## src/rtl/pipeline_stall_ctrl.sv

```systemverilog
// Stall/flush sequencer for a 5-stage RISC-V pipeline: per-stage enables and flushes,
// a halt/drain/resume sequence, a memory-wait timeout and saturating performance counters.
module pipeline_stall_ctrl #(
   parameter int TIMEOUT      = 16,
   parameter int DRAIN_CYCLES = 4,
   parameter int CNT_W        = 16
) (
   input  logic             clk,
   input  logic             rst_n,
   input  logic             load_use,
   input  logic             branch_taken,
   input  logic             dmem_req,
   input  logic             dmem_ready,
   input  logic             halt_req,
   input  logic             resume,
   output logic             pc_en,
   output logic             if_id_en,
   output logic             id_ex_en,
   output logic             ex_mem_en,
   output logic             mem_wb_en,
   output logic             if_id_flush,
   output logic             id_ex_flush,
   output logic             mem_wb_flush,
   output logic             halted,
   output logic             mem_err,
   output logic [CNT_W-1:0] stall_cnt,
   output logic [CNT_W-1:0] flush_cnt
);

   localparam int WAIT_W  = (TIMEOUT > 2) ? $clog2(TIMEOUT) : 1;
   localparam int DRAIN_W = (DRAIN_CYCLES > 2) ? $clog2(DRAIN_CYCLES) : 1;

   typedef enum logic [2:0] {RUN, MEM_WAIT, DRAIN, HALTED, ERROR} state_t;

   state_t             state_reg, state_next, eff_state;
   logic               ret_drain_reg, ret_drain_next;
   logic [WAIT_W-1:0]  wait_cnt_reg, wait_cnt_next;
   logic [DRAIN_W-1:0] drain_cnt_reg, drain_cnt_next;
   logic [CNT_W-1:0]   stall_cnt_reg, stall_cnt_next;
   logic [CNT_W-1:0]   flush_cnt_reg, flush_cnt_next;
   logic               mem_err_reg, mem_err_next;
   logic               mstall, stall_inc, flush_inc;

   assign mstall = dmem_req & ~dmem_ready;
   // A resolved memory wait behaves as the state it interrupted in that same cycle
   assign eff_state = (state_reg == MEM_WAIT) ? (ret_drain_reg ? DRAIN : RUN) : state_reg;

   always_comb begin
      pc_en          = 1'b1;
      if_id_en       = 1'b1;
      id_ex_en       = 1'b1;
      ex_mem_en      = 1'b1;
      mem_wb_en      = 1'b1;
      if_id_flush    = 1'b0;
      id_ex_flush    = 1'b0;
      mem_wb_flush   = 1'b0;
      halted         = 1'b0;
      state_next     = state_reg;
      ret_drain_next = ret_drain_reg;
      wait_cnt_next  = wait_cnt_reg;
      drain_cnt_next = drain_cnt_reg;
      mem_err_next   = mem_err_reg;
      stall_inc      = 1'b0;
      flush_inc      = 1'b0;

      case (state_reg)
         HALTED: begin
            {pc_en, if_id_en, id_ex_en, ex_mem_en, mem_wb_en} = '0;
            halted = 1'b1;
            if (resume) state_next = RUN;
         end
         ERROR: begin
            {pc_en, if_id_en, id_ex_en, ex_mem_en, mem_wb_en} = '0;
         end
         default: begin
            if (mstall) begin
               {pc_en, if_id_en, id_ex_en, ex_mem_en} = '0;
               mem_wb_flush = 1'b1;
               stall_inc    = 1'b1;
               if (state_reg != MEM_WAIT) ret_drain_next = (state_reg == DRAIN);
               if (wait_cnt_reg == WAIT_W'(TIMEOUT - 1)) begin
                  state_next    = ERROR;
                  mem_err_next  = 1'b1;
                  wait_cnt_next = '0;
               end else begin
                  state_next    = MEM_WAIT;
                  wait_cnt_next = wait_cnt_reg + 1'b1;
               end
            end else begin
               wait_cnt_next = '0;
               state_next    = eff_state;
               if (eff_state == RUN) begin
                  if (branch_taken) begin
                     if_id_flush = 1'b1;
                     flush_inc   = 1'b1;
                  end
                  // A taken branch keeps fetching its target; load-use then only bubbles ID/EX
                  if (load_use) begin
                     id_ex_flush = 1'b1;
                     stall_inc   = 1'b1;
                     if (!branch_taken) begin
                        pc_en    = 1'b0;
                        if_id_en = 1'b0;
                     end
                  end
                  if (halt_req) begin
                     state_next     = DRAIN;
                     drain_cnt_next = '0;
                  end
               end else begin
                  pc_en     = 1'b0;
                  stall_inc = 1'b1;
                  if (load_use) begin
                     if_id_en    = 1'b0;
                     id_ex_flush = 1'b1;
                  end else begin
                     if_id_flush = 1'b1;
                     if (drain_cnt_reg == DRAIN_W'(DRAIN_CYCLES - 1)) state_next = HALTED;
                     else drain_cnt_next = drain_cnt_reg + 1'b1;
                  end
               end
            end
         end
      endcase

      stall_cnt_next = (stall_inc && stall_cnt_reg != '1) ? stall_cnt_reg + 1'b1 : stall_cnt_reg;
      flush_cnt_next = (flush_inc && flush_cnt_reg != '1) ? flush_cnt_reg + 1'b1 : flush_cnt_reg;

      if (!rst_n) begin
         {pc_en, if_id_en, id_ex_en, ex_mem_en, mem_wb_en} = '0;
         {if_id_flush, id_ex_flush, mem_wb_flush}         = '1;
         halted = 1'b0;
      end
   end

   always_ff @(posedge clk) begin
      if (!rst_n) begin
         state_reg     <= RUN;
         ret_drain_reg <= 1'b0;
         wait_cnt_reg  <= '0;
         drain_cnt_reg <= '0;
         stall_cnt_reg <= '0;
         flush_cnt_reg <= '0;
         mem_err_reg   <= 1'b0;
      end else begin
         state_reg     <= state_next;
         ret_drain_reg <= ret_drain_next;
         wait_cnt_reg  <= wait_cnt_next;
         drain_cnt_reg <= drain_cnt_next;
         stall_cnt_reg <= stall_cnt_next;
         flush_cnt_reg <= flush_cnt_next;
         mem_err_reg   <= mem_err_next;
      end
   end

   assign stall_cnt = stall_cnt_reg;
   assign flush_cnt = flush_cnt_reg;
   assign mem_err   = mem_err_reg;

endmodule

```

## config.mk

```make
export PLATFORM = sky130hd
export DESIGN_NAME = pipeline_stall_ctrl
export DESIGN_NICKNAME = d
export VERILOG_FILES = /design/src/rtl/pipeline_stall_ctrl.sv
export SDC_FILE = /design/constraint.sdc
export NUM_CORES = 1
export LEC_CHECK = 0
export ABC_AREA = 0
export ABC_CLOCK_PERIOD_IN_PS = 4500
export BUFFER_PORTS_ARGS = -buffer_cell sky130_fd_sc_hd__buf_2
export CAP_MARGIN = 10
export CORE_MARGIN = 2
export CORE_UTILIZATION = 55
export CTS_BUF_LIST = sky130_fd_sc_hd__clkbuf_4 sky130_fd_sc_hd__clkbuf_8 sky130_fd_sc_hd__clkbuf_16
export CTS_CLUSTER_DIAMETER = 60
export DETAILED_ROUTE_END_ITERATION = 6
export PLACE_DENSITY_LB_ADDON = 0.15
export SETUP_SLACK_MARGIN = 0.2
export SKIP_CTS_REPAIR_TIMING = 1
export SYNTH_ARGS = -nofsm -noshare
export SYNTH_HDL_FRONTEND = slang
export SYNTH_SLANG_ARGS = --single-unit
```

## constraint.sdc

```tcl
create_clock -name clk -period 4.5 [get_ports clk]
set_input_delay 0.225 -clock clk [delete_from_list [all_inputs] [get_ports clk]]
set_output_delay 0.225 -clock clk [all_outputs]
set_load 0.05 [all_outputs]
```

# Word level (Yosys, flattened, before mapping)
# Cells that the tools add are included.
[classes] add_sub_neg=4 multipliers=0 n_div=0 magnitude_cmp=0 eq_ne=13 shift=0 n_mux=51 bitwise_logic=5 n_reduce_logical=8
[op_table] cell="two-way mux 1 bit" n=35
[op_table] cell="adder 16 x 1 -> 16 bit, second input constant" n=2
[op_table] cell="inequality test 16 bit, second input constant" n=2
[op_table] cell="two-way mux 3 bit" n=8
[op_table] cell="two-way mux 2 bit" n=5
[op_table] cell="two-way mux 4 bit" n=2
[op_table] cell="equality test 3 x 2 -> 1 bit, second input constant" n=2
[op_table] cell="inequality test 2 bit, second input constant" n=3
[op_table] cell="case mux 3 bit (2 select lines)" n=1
[op_table] cell="AND reduction 3 bit" n=2
[op_table] cell="AND reduction 5 bit" n=1
[op_table] cell="adder 4 x 1 -> 4 bit, second input constant" n=1
[op_table] cell="equality test 4 bit, second input constant" n=1
[op_table] cell="NOT 1 bit" n=4
[op_table] cell="equality test 3 x 1 -> 1 bit, second input constant" n=1
[op_table] cell="equality test 3 bit, second input constant" n=1
[op_table] cell="logical NOT 3 bit" n=1
[op_table] cell="inequality test 3 x 1 -> 1 bit, second input constant" n=1
[op_table] cell="adder 2 x 1 -> 2 bit, second input constant" n=1
[op_table] cell="equality test 2 bit, second input constant" n=1
[op_table] cell="logical AND 1 bit" n=2
[op_table] cell="inequality test 2 x 1 -> 1 bit, second input constant" n=1
[op_table] cell="AND reduction 2 bit" n=1
[op_table] cell="OR reduction 2 bit" n=1
[op_table] cell="AND 1 bit" n=1
[word_totals] ff_bits=43 latch_bits=0 mem_bits_rw=0 rom_bits=0 input_bits=8 out_inout_bits=42 elab_cells=88 n_memories=0

# Longest topological paths before layout
[depth] depth_word=7 depth_mapped=7 depth_no_buf=6

# Worst setup path before layout
# No wires, ideal clock.
[synth_timing] path_kind="reg2out" startpoint="register state_reg[1]" endpoint="output port if_id_flush" t_arrival_ns=2.139 required_time_ns=4.275 setup_slack_ns=2.136 path_stages_with_launch=6 n_path_buf=1 path_cell_list="dfxtp_1 -> buf_2 -> and3b_1 -> nor2_1 -> nand2_1 -> o21ai_0"
[synth_between] elab_chain_len=7 elab_cells_between_ends=10 classes_between="eq/ne: 3; mux: 5; reduce/logical: 2"
[synth_rtl] item="from (decl)" line="35" source="state_t state_reg, state_next, eff_state;"
[synth_rtl] item="from (signal assigned)" line="146" source="state_reg <= state_next;"
[synth_rtl] item="equality test 3 x 1 -> 1 bit" line="46" source="assign eff_state = (state_reg == MEM_WAIT) ? (ret_drain_reg ? DRAIN : RUN) : state_reg;"
[synth_rtl] item="two-way mux 3 bit" line="46"
[synth_rtl] item="logical NOT 3 bit" line="92" source="if (eff_state == RUN) begin"
[synth_rtl] item="two-way mux 1 bit" line="92"
[synth_rtl] item="two-way mux 1 bit" line="76" source="if (mstall) begin"
[synth_rtl] item="two-way mux 1 bit (*)" line="66" source="case (state_reg)"
[synth_rtl] item="two-way mux 1 bit (*)" line="129" source="if (!rst_n) begin"
[synth_rtl] item="to (decl)" line="21" source="output logic if_id_flush,"
# Mark *: on every way between the ends. The rest lies on a longest branch, timed or not.

# Worst setup path after layout
[layout_timing] startpoint="register state_reg[2]" endpoint="output port pc_en"
[layout_between] elab_chain_len=7 elab_cells_between_ends=10 classes_between="eq/ne: 3; mux: 5; reduce/logical: 2"
[layout_rtl] item="equality test 3 x 1 -> 1 bit" line="46"
[layout_rtl] item="two-way mux 3 bit" line="46"
[layout_rtl] item="logical NOT 3 bit" line="92"
[layout_rtl] item="two-way mux 1 bit" line="92"
[layout_rtl] item="two-way mux 1 bit" line="76"
[layout_rtl] item="two-way mux 1 bit (*)" line="66"
[layout_rtl] item="two-way mux 1 bit (*)" line="129"
[layout_rtl] item="to (decl)" line="16" source="output logic pc_en,"
# Marked as above.

==> results.sh <==
export IMPL_status="completed"
export IMPL_hold_path_class="in -> reg"
export IMPL_num_rows=24
export IMPL_ant_nets=0
export IMPL_ir_worst_vdd_mv=0.184
export IMPL_yosys_warnings=0
export IMPL_die_h_um=70.4
export IMPL_n_antenna_cell=0
export IMPL_wl_um=4910
export IMPL_synth_area_um2=2430
export IMPL_clockBufferDepth=2
export IMPL_cts_num_sinks=43
export IMPL_htreeDepth=2
export IMPL_detail_route_wl_per_cell_um=13.0
export IMPL_max_freq_mhz=434
export IMPL_drive_gt1_frac=0.215
export IMPL_ys_seq_elements=43
export IMPL_cts_buffers=5
export IMPL_grt_pass1_wl_um=8450
export IMPL_finalSetupViolations=0
export IMPL_synth_area_per_cell_um2=8.61
export IMPL_die_w_um=70.4
export IMPL_clk_pin_slew_ns=0.08
export IMPL_num_vias=2109
export IMPL_avgViaCountPerCell=5.58
export IMPL_layout_commonest_cell="buf_2"
export IMPL_gp_congestion=0.798
export IMPL_synth_main_ff_cell="dfxtp_1"
export IMPL_gr_total_overflow=0
export IMPL_die_area_um2=4960
export IMPL_synth_cells=282
export IMPL_worstPathRequired_ns=4.28
export IMPL_fill_cells=415
export IMPL_cp_arrival_ns=2.08
export IMPL_dp_hpwl_um=3490
export IMPL_cts_tree="built"
export IMPL_async_flop_share=0
export IMPL_fin_skew_ns=0.00399
export IMPL_initial_core_util=0.565
export IMPL_drc_errors=0
export IMPL_track_usage=0.207
export IMPL_slew_viol_final=0
export IMPL_yosysUniqueCellTypes=54
export IMPL_drtIter0Drc=126
export IMPL_grt_max_degree=59
export IMPL_numPortBuffers=49
export IMPL_critPathMaxFanout=9
export IMPL_rsz0062_at_grt="false"
export IMPL_p_per_area_nw_per_um2=280
export IMPL_io_pins=50
export IMPL_synth_edf_count=0
export IMPL_core_um2=4290
export IMPL_whs_ns=0.133
export IMPL_final_cell_mix="49 x buf_2, 43 x dfxtp_1, 29 x nand2_1, 18 x and2_1, 17 x nand3_1"
export IMPL_layout_nets=337
export IMPL_ys_seq_area_frac=0.355
export IMPL_clock_latency_ns=0.29
export IMPL_area_growth_pct=14.5
export IMPL_grt_pass1_vias=1878
export IMPL_final_hold_viol_count=0
export IMPL_critical_path_class="reg -> out"
export IMPL_fin_crit_ns=2.30
export IMPL_p_leak_nw=1.31
export IMPL_start_kind="register"
export IMPL_maxSlewHeadroom=0.419
export IMPL_min_period_over_period=0.512
export IMPL_maxCapViolCount=0
export IMPL_antenna_found_initial=0
export IMPL_setup_tns_ns=0
export IMPL_tightest_slew_ns=0.871
export IMPL_clockRootBuffer="clkbuf_8"
export IMPL_drtPass1Iterations=4
export IMPL_synth_nets=294
export IMPL_endpoint_kind="primary output"
[worst paths after layout]
path	from	endpoint	slack [ns]	cells after the start
hold / removal	resume	state_reg[0]	0.13	2
setup / recovery	state_reg[2]	pc_en	2.20	6
hold reg to reg	flush_cnt[1]	flush_cnt[1]	0.50	2
setup reg to reg	state_reg[2]	flush_cnt[13]	2.59	5
[cells by family after synthesis]
kind of cell / Yosys count / synth area share
AND/OR/NAND/NOR: 144 / 0.354
AO/OA/AOI/OAI: 45 / 0.135
flip-flops: 43 / 0.355
buffers and inverters: 20 / 0.0366
XOR/XNOR: 15 / 0.0541
multiplexers: 11 / 0.0454
adder cells (fa/ha/maj): 4 / 0.0206
[power breakdown]
part           total (mW)  switching (mW)  internal [mW]  leakage [nW]
clock network       0.271           0.131          0.140        0.0505
registers           0.398          0.0104          0.388         0.348
logic               0.110          0.0782         0.0317         0.913
[cells in the mapped netlist, types with 5 or more instances]
| cell | count | share of area |
|---|---|---|
| dfxtp_1 | 43 | 0.35 |
| nand2_1 | 29 | 0.045 |
| and2_1 | 18 | 0.046 |
| nand3_1 | 17 | 0.035 |
| nor2_1 | 16 | 0.025 |
| o21ai_0 | 15 | 0.031 |
| mux2i_1 | 11 | 0.045 |
| nand2b_1 | 11 | 0.028 |
| xor2_1 | 11 | 0.040 |
| nand4_1 | 10 | 0.026 |
| clkbuf_1 | 9 | 0.014 |
| inv_1 | 7 | 0.011 |
| nor2b_1 | 7 | 0.018 |
| a21oi_1 | 6 | 0.012 |
| and3_1 | 5 | 0.013 |
| nor3_1 | 5 | 0.010 |
[layer usage]
metal,routed length [um],vias to the layer above,global-route usage
met5,0,-,0
met4,51,0,0.0577
met3,255,6,0.0491
met2,2220,54,0.327
met1,2380,965,0.282
li1,-,1084,-
[final cells by class]
cell class | count | area (um^2) | area share
Clock buffer | 7 | 96.3 | 0.0347
Clock inverter | 1 | 7.51 | 0.00270
Inverter | 7 | 26.3 | 0.00946
Multi-Input combinational cell | 219 | 1480 | 0.532
Sequential cell | 43 | 861 | 0.310
Tap cell | 52 | 65.1 | 0.0234
Timing Repair Buffer | 49 | 245 | 0.0882
[worst max-delay path: stages (launching register included)]
cell,delay (ns)
dfxtp_1,0.51
and3b_1,0.25
nor2_1,0.36
nand2_1,0.13
inv_1,0.11
o2111a_1,0.17
buf_2,0.26
[through the flow]
stage / power (mW) / setup slack, ns / area (um^2) / instances / util
floorplan: 0.494 / 2.14 / 2430 / 282 / -
global placement: 0.516 / 2.59 / 2680 / 370 / 0.623
detailed placement: 0.518 / 2.55 / 2680 / 370 / 0.623
CTS: 0.786 / 2.21 / 2780 / 378 / 0.647
global route: 0.814 / 2.06 / 2780 / 378 / 0.647
finish: 0.779 / 2.20 / 2780 / 378 / 0.647
Note: power is estimated with default switching activity, not from simulation.
